**src/rtl/encrypt_block_ctrl.sv**
```systemverilog
// Purpose : 128-bit block front end for the byte-serial encrypt core (start pulse, byte feed, byte collect).
// Latency : enc_rst one cycle after pt accept, 16 feed bytes follow, ct_valid one cycle after the 16th ct byte.
// Backpr. : one block in flight; pt_ready low from accept until the ct handshake, ct held stable until ct_ready.
//
// Ports:
//   clk, rst             - rising-edge clock, asynchronous active-low reset
//   pt_data/valid/ready  - plaintext block in (byte 0 = bits [127:120])
//   ct_data/valid/ready  - ciphertext block out (first received byte = bits [127:120])
//   enc_rst, enc_in      - start pulse and input byte towards the core
//   enc_out, enc_out_ready - ciphertext byte from the core and its qualifier
//   busy, err            - not-idle indicator, sticky timeout flag
//
// Optional feature macro: ENC_TIMEOUT_EN (COLLECT timeout, drives err). When it is
// undefined, COLLECT waits indefinitely and err is tied low.

module encrypt_block_ctrl #(
  parameter int TIMEOUT_CYCLES = 255,
  parameter int CNT_W          = 8
) (
  input  logic         clk,
  input  logic         rst,
  input  logic [127:0] pt_data,
  input  logic         pt_valid,
  output logic         pt_ready,
  output logic [127:0] ct_data,
  output logic         ct_valid,
  input  logic         ct_ready,
  output logic         enc_rst,
  output logic [7:0]   enc_in,
  input  logic [7:0]   enc_out,
  input  logic         enc_out_ready,
  output logic         busy,
  output logic         err
);

  typedef enum logic [2:0] {
    S_IDLE,
    S_START,
    S_FEED,
    S_COLLECT,
    S_HOLD
  } state_t;

  state_t       r_state;
  state_t       w_state_nxt;
  logic [3:0]   r_cnt;
  logic [127:0] r_pt_sr;
  logic [127:0] r_ct;
  logic [7:0]   r_enc_in;
  logic         r_enc_rst;
  logic         r_ct_valid;

  logic w_accept;
  logic w_feed_last;
  logic w_capture;
  logic w_cap_last;
  logic w_ct_take;
  logic w_timeout;

  // The timeout counter must be able to hold TIMEOUT_CYCLES.
  if ((2 ** CNT_W) <= TIMEOUT_CYCLES) begin : g_bad_cnt_w
    $error("encrypt_block_ctrl: CNT_W too narrow for TIMEOUT_CYCLES");
  end

  assign w_accept    = (r_state == S_IDLE) && pt_valid;
  assign w_feed_last = (r_state == S_FEED) && (r_cnt == 4'd15);
  assign w_capture   = (r_state == S_COLLECT) && enc_out_ready;
  assign w_cap_last  = w_capture && (r_cnt == 4'd15);
  // ct_valid is high for the whole of HOLD, so ct_ready alone completes the handshake there.
  assign w_ct_take   = (r_state == S_HOLD) && ct_ready;

`ifdef ENC_TIMEOUT_EN
  logic [CNT_W-1:0] r_to_cnt;
  logic             r_err;

  // Fires on the idle cycle that brings the run of missing bytes to TIMEOUT_CYCLES.
  assign w_timeout = (r_state == S_COLLECT) && !enc_out_ready &&
                     (r_to_cnt == CNT_W'(TIMEOUT_CYCLES - 1));

  always_ff @(posedge clk or negedge rst) begin
    if (!rst) begin
      r_to_cnt <= '0;
      r_err    <= 1'b0;
    end else begin
      if (w_accept) begin
        r_err <= 1'b0;
      end else if (w_timeout) begin
        r_err <= 1'b1;
      end
      if ((r_state != S_COLLECT) || enc_out_ready || w_timeout) begin
        r_to_cnt <= '0;
      end else begin
        r_to_cnt <= r_to_cnt + 1'b1;
      end
    end
  end

  assign err = r_err;
`else
  assign w_timeout = 1'b0;
  assign err       = 1'b0;
`endif

  // State register
  always_ff @(posedge clk or negedge rst) begin
    if (!rst) begin
      r_state <= S_IDLE;
    end else begin
      r_state <= w_state_nxt;
    end
  end

  // Next state and state-decoded outputs
  always_comb begin
    w_state_nxt = r_state;
    pt_ready    = 1'b0;
    busy        = 1'b1;
    unique case (r_state)
      S_IDLE: begin
        pt_ready = 1'b1;
        busy     = 1'b0;
        if (w_accept) w_state_nxt = S_START;
      end
      S_START: begin
        w_state_nxt = S_FEED;
      end
      S_FEED: begin
        if (w_feed_last) w_state_nxt = S_COLLECT;
      end
      S_COLLECT: begin
        if (w_cap_last) begin
          w_state_nxt = S_HOLD;
        end else if (w_timeout) begin
          w_state_nxt = S_IDLE;
        end
      end
      S_HOLD: begin
        if (w_ct_take) w_state_nxt = S_IDLE;
      end
      default: begin
        w_state_nxt = S_IDLE;
      end
    endcase
  end

  // Datapath: plaintext shifter, byte counter, ciphertext collector
  always_ff @(posedge clk or negedge rst) begin
    if (!rst) begin
      r_cnt      <= 4'd0;
      r_pt_sr    <= '0;
      r_ct       <= '0;
      r_enc_in   <= 8'h00;
      r_enc_rst  <= 1'b0;
      r_ct_valid <= 1'b0;
    end else begin
      // START lasts exactly one cycle, so the pulse is simply the registered accept.
      r_enc_rst <= w_accept;
      unique case (r_state)
        S_IDLE: begin
          if (w_accept) r_pt_sr <= pt_data;
        end
        S_START: begin
          // Byte 0 must be on enc_in the same cycle enc_rst falls.
          r_enc_in <= r_pt_sr[127:120];
          r_pt_sr  <= {r_pt_sr[119:0], 8'h00};
          r_cnt    <= 4'd0;
        end
        S_FEED: begin
          if (w_feed_last) begin
            r_enc_in <= 8'h00;
            r_cnt    <= 4'd0;
          end else begin
            r_enc_in <= r_pt_sr[127:120];
            r_pt_sr  <= {r_pt_sr[119:0], 8'h00};
            r_cnt    <= r_cnt + 4'd1;
          end
        end
        S_COLLECT: begin
          if (w_timeout) begin
            r_ct <= '0;
          end else if (w_capture) begin
            // Shift left so the first byte received ends up in bits [127:120].
            r_ct <= {r_ct[119:0], enc_out};
            if (w_cap_last) begin
              r_cnt      <= 4'd0;
              r_ct_valid <= 1'b1;
            end else begin
              r_cnt <= r_cnt + 4'd1;
            end
          end
        end
        S_HOLD: begin
          if (w_ct_take) r_ct_valid <= 1'b0;
        end
        default: begin
        end
      endcase
    end
  end

  assign enc_rst  = r_enc_rst;
  assign enc_in   = r_enc_in;
  assign ct_data  = r_ct;
  assign ct_valid = r_ct_valid;

endmodule

```
**config.mk**
```make
export PLATFORM = sky130hd
export DESIGN_NAME = encrypt_block_ctrl
export DESIGN_NICKNAME = d
export VERILOG_FILES = /design/src/rtl/encrypt_block_ctrl.sv
export SDC_FILE = /design/constraint.sdc
export NUM_CORES = 1
export LEC_CHECK = 0
export BUFFER_PORTS_ARGS = -buffer_cell sky130_fd_sc_hd__buf_4
export CORE_MARGIN = 3
export CORE_UTILIZATION = 35
export CTS_CLUSTER_DIAMETER = 120
export DETAILED_ROUTE_END_ITERATION = 7
export PLACE_DENSITY = 0.65
export RECOVER_POWER = 25
export SKIP_CTS_REPAIR_TIMING = 1
export SKIP_LAST_GASP = 1
export SLEW_MARGIN = 20
export SYNTH_ARGS = -nofsm -noshare
export SYNTH_HDL_FRONTEND = slang
export SYNTH_SLANG_ARGS = --single-unit
export TNS_END_PERCENT = 30
```
**constraint.sdc**
```tcl
create_clock -name clk -period 5.1 [get_ports clk]
set_input_delay 1.02 -clock clk [delete_from_list [all_inputs] [get_ports clk]]
set_output_delay 1.02 -clock clk [all_outputs]
set_load 0.03 [all_outputs]
```
==> summary.md, run 1 <==
| Metric | Value |
|---|---|
| Status | finished with violations |
| Failing checks | max-capacitance violations, max-slew violations |
| FF+latch area | between 0.006 and 0.007 sq mm |
| Fill cells | between 2k and 3k |
| CP max stage delay | approximately 2.1 ns |
| Die area | ~0.035 sq mm |
| Worst Hold Class | reg2reg |
| Clock share of power | 19.6% |
| Root buffer cell | clkbuf_16 |
| Pwr Total | 10.9 mW |
| CTS max path bufs | 3 |
| Multi-input gate area | around 0.0042 sq mm |
| Synth area leader | dfrtp_1 |
| Starting Density | 35.8% |
| I/O pin cnt | between 200 and 300 |
| WS Path Type | in2async |
| Dominant cells by area after synthesis | dfrtp_1 (60%), mux2_1 (13%), mux2i_1 (11%), o21ai_1 (5.7%), nand2_1 (5.2%) |
| First-pass GRT wire length | 43,000 um |
| Share of cells above drive strength 1 | between 20 and 30% |
| Main flop type after synthesis | dfrtp_1 |
| Yosys reg bits | between 200 and 300 |
| Sw frac | about two fifths |
| TritonCTS clock tree | yes |
| Yosys cell types | 38 |
| Area delta synth->final | 29.8% |
| Leakage | about 7.3 nW |
| Synthesized net count | 1,065 |
| Total Negative Setup Slacks | 0 ns |
| Register area share after synthesis | about 60% |
| CP Capture Type | asynchronous set/reset pin |
| Maximum clock rate | 309 MHz |
| 1st-pass router iterations | 5 |
| WP buf/inv | 1 |
| Count of final setup violators | 0 |
| Critical-path top delay cell | clkbuf_2 |
| DPL Wire Length | roughly 19,000 um |
| Final net count | around 1.3k |
| Core area | about 0.032 sq mm |
| Internal power | roughly 6.5 mW |
| Die Y | around 190 um |
| Worst-path cell chain | clkbuf_2 |
| Clock Skews | around 0.011 ns |
| Total track usage | roughly 15% |
| P_sw | 4.43 mW |
| H-tree levels | 1 |
| Relative slew margins | -103% |
| Crit path max-delay family | buffers and inverters |
| Final GP Congestion | approximately 0.76 |
| Mean post-synth cell area | between 10 and 15 sq um |
| Sequential power share | 35.5% |
| Clock slew at reported path FFs | around 0.060 ns |
| Worst slew pin tran | 3.05 ns |
| Routed Antenna Nets | 0 |
| RSZ-0062 raised after global routing | false |
| Largest net degree at the start of global routing | roughly 260 |
| Logic pwr share | between 40 and 50% |
| Violation count after the first detailed-route iteration | about 380 |
| Die width | 187 um |
| Post-Syn Area | around 0.011 sq mm |
| Clk_lat worst skew | 0.54 ns |
| Max_cap viols | 1 |
| CTS Buf Count | 30 |
| Fraction of registers with async set/reset | 100% |
| # DRC | 0 |
| Yosys top cell area share | 59.9% |
| Period Utilization, post-route | a little under two thirds |
| Total congestion overflow | 0 |
| VDD IR max | between 0.6 and 0.7 mV |
| Layout Utilization | a little under half |
| Power density cells | approximately 740 mW/mm^2 |
| Final Slew Violations | between 100 and 150 |
| Critical path fanouts, max | 119 |
| Routed len/inst | around 16 um |
| Worst Path Required | between 5 and 6 ns |
| Vias in the first global route | between 7k and 8k |
| CP arrival | roughly 3.2 ns |
| Num Clock Sinks | about 270 |
| Via count | 7,511 |
| Final Routed Wirelength | between 20,000 and 30,000 um |
| CP Launch Type | primary input |
| Post-synth EDFFs | 0 |
| Initial antenna violation count | 2 |
| Final Hold Vio Count | 0 |
| Row count | 65 |
| Final worst path period need | between 3 and 4 ns |
| Post-DR vias/cell | between 4 and 5 |
| Cells after Synth | slightly above 900 |
| Warnings, synthesis | 0 |
| Buffers added on ports | 280 |
-- power by group through the flow --
stage / Sequential [mW] / Clock [mW] / Combinational, mW
floorplan: 4.75 / 0 / 2.61
global placement: 3.89 / 0 / 4.90
detailed placement: 3.94 / 0 / 5.01
CTS: 3.91 / 2.23 / 5.01
global route: 4.05 / 2.32 / 5.37
finish: 3.89 / 2.15 / 4.91
-- final timing paths --
kind / startpoint / to / slack [ns] / depth (start not counted)
worst max register to register: r_state[0] / r_pt_sr[76] / 2.37 / 5
min in group asynchronous: rst / r_pt_sr[14] / 1.48 / 1
worst max-delay path: rst / r_pt_sr[81] / 1.86 / 1
worst min-delay path: r_pt_sr[123] / r_pt_sr[123] / 0.48 / 2
worst min register to register: r_pt_sr[123] / r_pt_sr[123] / 0.48 / 2
max in group clk: r_state[0] / pt_ready / 2.29 / 3
-- layer usage --
metal / track usage, % / vias to the layer above / part of all wire (%)
li1: - / 3733 / -
met1: 19.7 / 3589 / 43
met2: 25.4 / 147 / 49
met3: 3.12 / 42 / 4.9
met4: 4.62 / 0 / 2.7
met5: 0 / - / 0
-- registers in the layout, summed over array words and instances (netlist names) --
register / count
enc_rst: 1
enc_in: 8
ct_data: 128
ct_valid: 1
r_pt_sr: 128
r_cnt: 4
r_state: 3
-- cell families (layout without fill, tap and decap cells) --
kind of cell / count (synthesis) / count (layout) / share of synthesized area (%)
adder cells (fa/ha/maj): 1 / 1 / 0.110
AO/OA/AOI/OAI: 154 / 154 / 7.11
flip-flops: 273 / 273 / 59.9
other: 1 / 3 / 0.0329
multiplexers: 248 / 248 / 23.2
XOR/XNOR: 1 / 1 / 0.0768
buffers and inverters: 64 / 345 / 3.25
AND/OR/NAND/NOR: 181 / 181 / 6.38
-- synthesized netlist by cell type, drive strengths merged (3+ instances only) --
cell type  instances
mux2i            120
buf               48
dfrtp            273
nor3               4
nor2               5
nand2            157
nand3              3
a21oi             11
clkbuf            14
o21ai            133
mux2             128
-- stage by stage --
step	setup WS [ns]	hold WS (ns)	cell area, sq um	std cells
after detailed placement	2.25	0.474	13800	1585
after floorplan	2.68	0.448	11400	923
after global placement	2.30	0.466	13800	1585
after global routing	1.28	0.509	14800	1641
after CTS	2.24	0.487	14800	1639
final	1.86	0.482	14800	1641
-- cells in the final DEF (no fill, tap or decap), drive strengths merged, types with 2 or more instances in the layout --
cell    count
or3         2
nand3b      2
nor2        5
a21oi      11
dfrtp     273
diode       2
clkbuf     49
nand3       3
clkinv      4
o21ai     133
mux2      128
nand2b      2
nand2     157
nor2b       2
inv         2
mux2i     120
nor3        4
buf       288
-- worst register-to-register path: cells and delay by family, from the launching register on --
kind                      cells  cell delay (ns)
and+or+nand+nor               1             0.75
DFF                           1             0.64
buffers and inverters         1             0.61
muxes                         1             0.28
xor gates and xnor gates      1             0.20
AOI/OAI and AO/OA             1             0.08
-- layout make-up --
class	count	share of cell area, %
antenna	2	0.0338
timing repair buffer	289	14.9
multi-input combinational	586	28.5
inverter	2	0.0507
clock buffer	48	6.34
tap	435	3.67
sequential	273	46.1
clock inverter	6	0.414
Power figures use the tool's default switching activity.
==> run 2, diff against run 1 <==
PLACE_DENSITY = 0.67   (was 0.65)
clock period = 2.7 ns   (was 5.1 ns; I/O delays follow)
==> run 2 against run 1 <==
Compared with the run above: the flow now finishes without violations; power increased by 93%; clock skew up 0.0066 ns; register-to-register slack lost 1.8 ns; non-clock buffer count grew 12; hold slack worse by 0.27 ns; combinational power up 96%; largest power group unchanged.
==> summary.md, run 2 (synthesis gave the netlist of run 1 again) <==
| Metric | Value |
|---|---|
| Status | completed |
| Die Y | 187 um |
| VDD IR max | about 0.69 mV |
| Worst Hold Class | in2reg |
| Starting Density | 35.8% |
| Commonest non-fill, non-tap cells in the layout | buf_4 (286), dfrtp_1 (273), nand2_1 (157) |
| Finished layout cell area | about 0.015 sq mm |
| Largest net degree at the start of global routing | just over 100 |
| Num Clock Sinks | approximately 270 |
| Relative slew margins | 17.7% |
| First-pass GRT wire length | ~45,000 um |
| Cells after DPL | approximately 1.6k |
| Fin cells | ~1.7k |
| Fill cells | between 2k and 3k |
| Period Utilization, post-route | roughly nine tenths |
| Area after DPL | about 0.014 sq mm |
| Routed len/inst | about 17 um |
| Buffers added on ports | 280 |
| Total congestion overflow | 0 |
| Area delta synth->final | 31.8% |
| Core area | 0.0319 sq mm |
| H-tree levels | 1 |
| Worst Path Required | 2.16 ns |
| Most common cell after layout, fill and taps aside | buf_4 |
| Final GP Congestion | a little under 0.8 |
| Clock Skews | 0.0178 ns |
| CP max stage delay | between 0.4 and 0.5 ns |
| Pwr Total | about 21 mW |
| Violation count after the first detailed-route iteration | between 300 and 400 |
| Post-DR vias/cell | 4.64 |
| WP buf/inv | 3 |
| Row count | 65 |
| Root buffer cell | clkbuf_16 |
| Final net count | 1,336 |
| Die area | approximately 0.035 sq mm |
| Critical path fanouts, max | 9 |
| Leakage | around 7.4 nW |
| CTS Buf Count | 30 |
| Final Routed Wirelength | ~28,000 um |
| Final Hold Vio Count | 0 |
| Final Slew Violations | 0 |
| Maximum clock rate | 403 MHz |
| Total track usage | around 16% |
| # DRC | 0 |
| Worst slew pin tran | 1.23 ns |
| TritonCTS clock tree | yes |
| WS Path Type | reg2out |
| Clock slew at reported path FFs | 0.06 ns |
| Critical-path top delay cell | dfrtp_1 |
| I/O pin cnt | between 200 and 300 |
| Total Negative Setup Slacks | 0 ns |
| Layout Utilization | approximately 47% |
| RSZ-0062 raised after global routing | false |
| Via count | 7,685 |
| Count of final setup violators | 0 |
| CP Launch Type | flip-flop |
| Routed Antenna Nets | 0 |
| DPL Wire Length | roughly 20,000 um |
| 1st-pass router iterations | 5 |
| Crit path max-delay family | buffers and inverters |
| Share of cells above drive strength 1 | between 20% and 30% |
| Final worst path period need | 2.48 ns |
| CP Capture Type | primary output |
| CTS max path bufs | 3 |
| Worst-path cell chain | clkbuf_1 -> or3_1 -> inv_1 -> buf_4 |
| Die width | roughly 190 um |
| Vias in the first global route | just under 8k |
| Max_cap viols | 0 |
| Power density cells | roughly 1400 mW/mm^2 |
| CP arrival | slightly below 2 ns |
| Initial antenna violation count | 4 |
| Clk_lat worst skew | between 0.5 and 0.6 ns |
-- run 2: cell types whose count changed in the layout (fill, tap and decap cells not counted), sizes merged --
cell / change
buf: +8
clkinv: +5
diode: +3
clkbuf: -2
bufinv: +1
clkinvlp: -1
dlygate4sd3: +1
inv: +1
-- run 2: final timing paths --
kind / from / endpoint / slack (ns) / depth (start not counted)
min in group asynchronous: rst / r_pt_sr[24] / 0.51 / 2
worst max-delay path: r_state[0] / pt_ready / 0.22 / 4
max in group asynchronous: rst / ct_data[9] / 0.52 / 3
worst max register to register: r_cnt[0] / r_pt_sr[3] / 0.54 / 6
worst min-delay path: enc_out[7] / ct_data[7] / 0.22 / 2
worst min register to register: r_pt_sr[72] / r_pt_sr[72] / 0.48 / 2
-- run 2: where the power goes --
part	switching (mW)	total, mW	leakage, nW	internal (mW)
clock network	1.64	4.19	0.524	2.55
registers	1.27	7.35	3.41	6.08
logic	5.62	9.61	3.46	3.98
-- run 2: final cells by class --
cell class	count	area, sq um	area share [%]
Antenna cell	5	12.5	0.0832
Tap cell	435	544	3.62
Clock buffer	43	921	6.12
Inverter	2	7.51	0.0499
Sequential cell	273	6830	45.4
Clock inverter	12	114	0.757
Multi-Input combinational cell	586	4240	28.2
Timing Repair Buffer	301	2370	15.8
-- run 2: layer usage --
metal,share of wire [%],GRT usage (%)
met4,3.6,5.99
met5,0,0
met2,49,26.1
met1,42,20.3
met3,5.6,3.21
-- run 2: stage by stage --
stage               worst slack, ns  hold slack, ns
CTS                           0.273         -0.0536
global route                  0.117           0.189
detailed placement            0.616           0.470
floorplan                     0.756           0.244
global placement              0.679           0.461
finish                        0.220           0.216
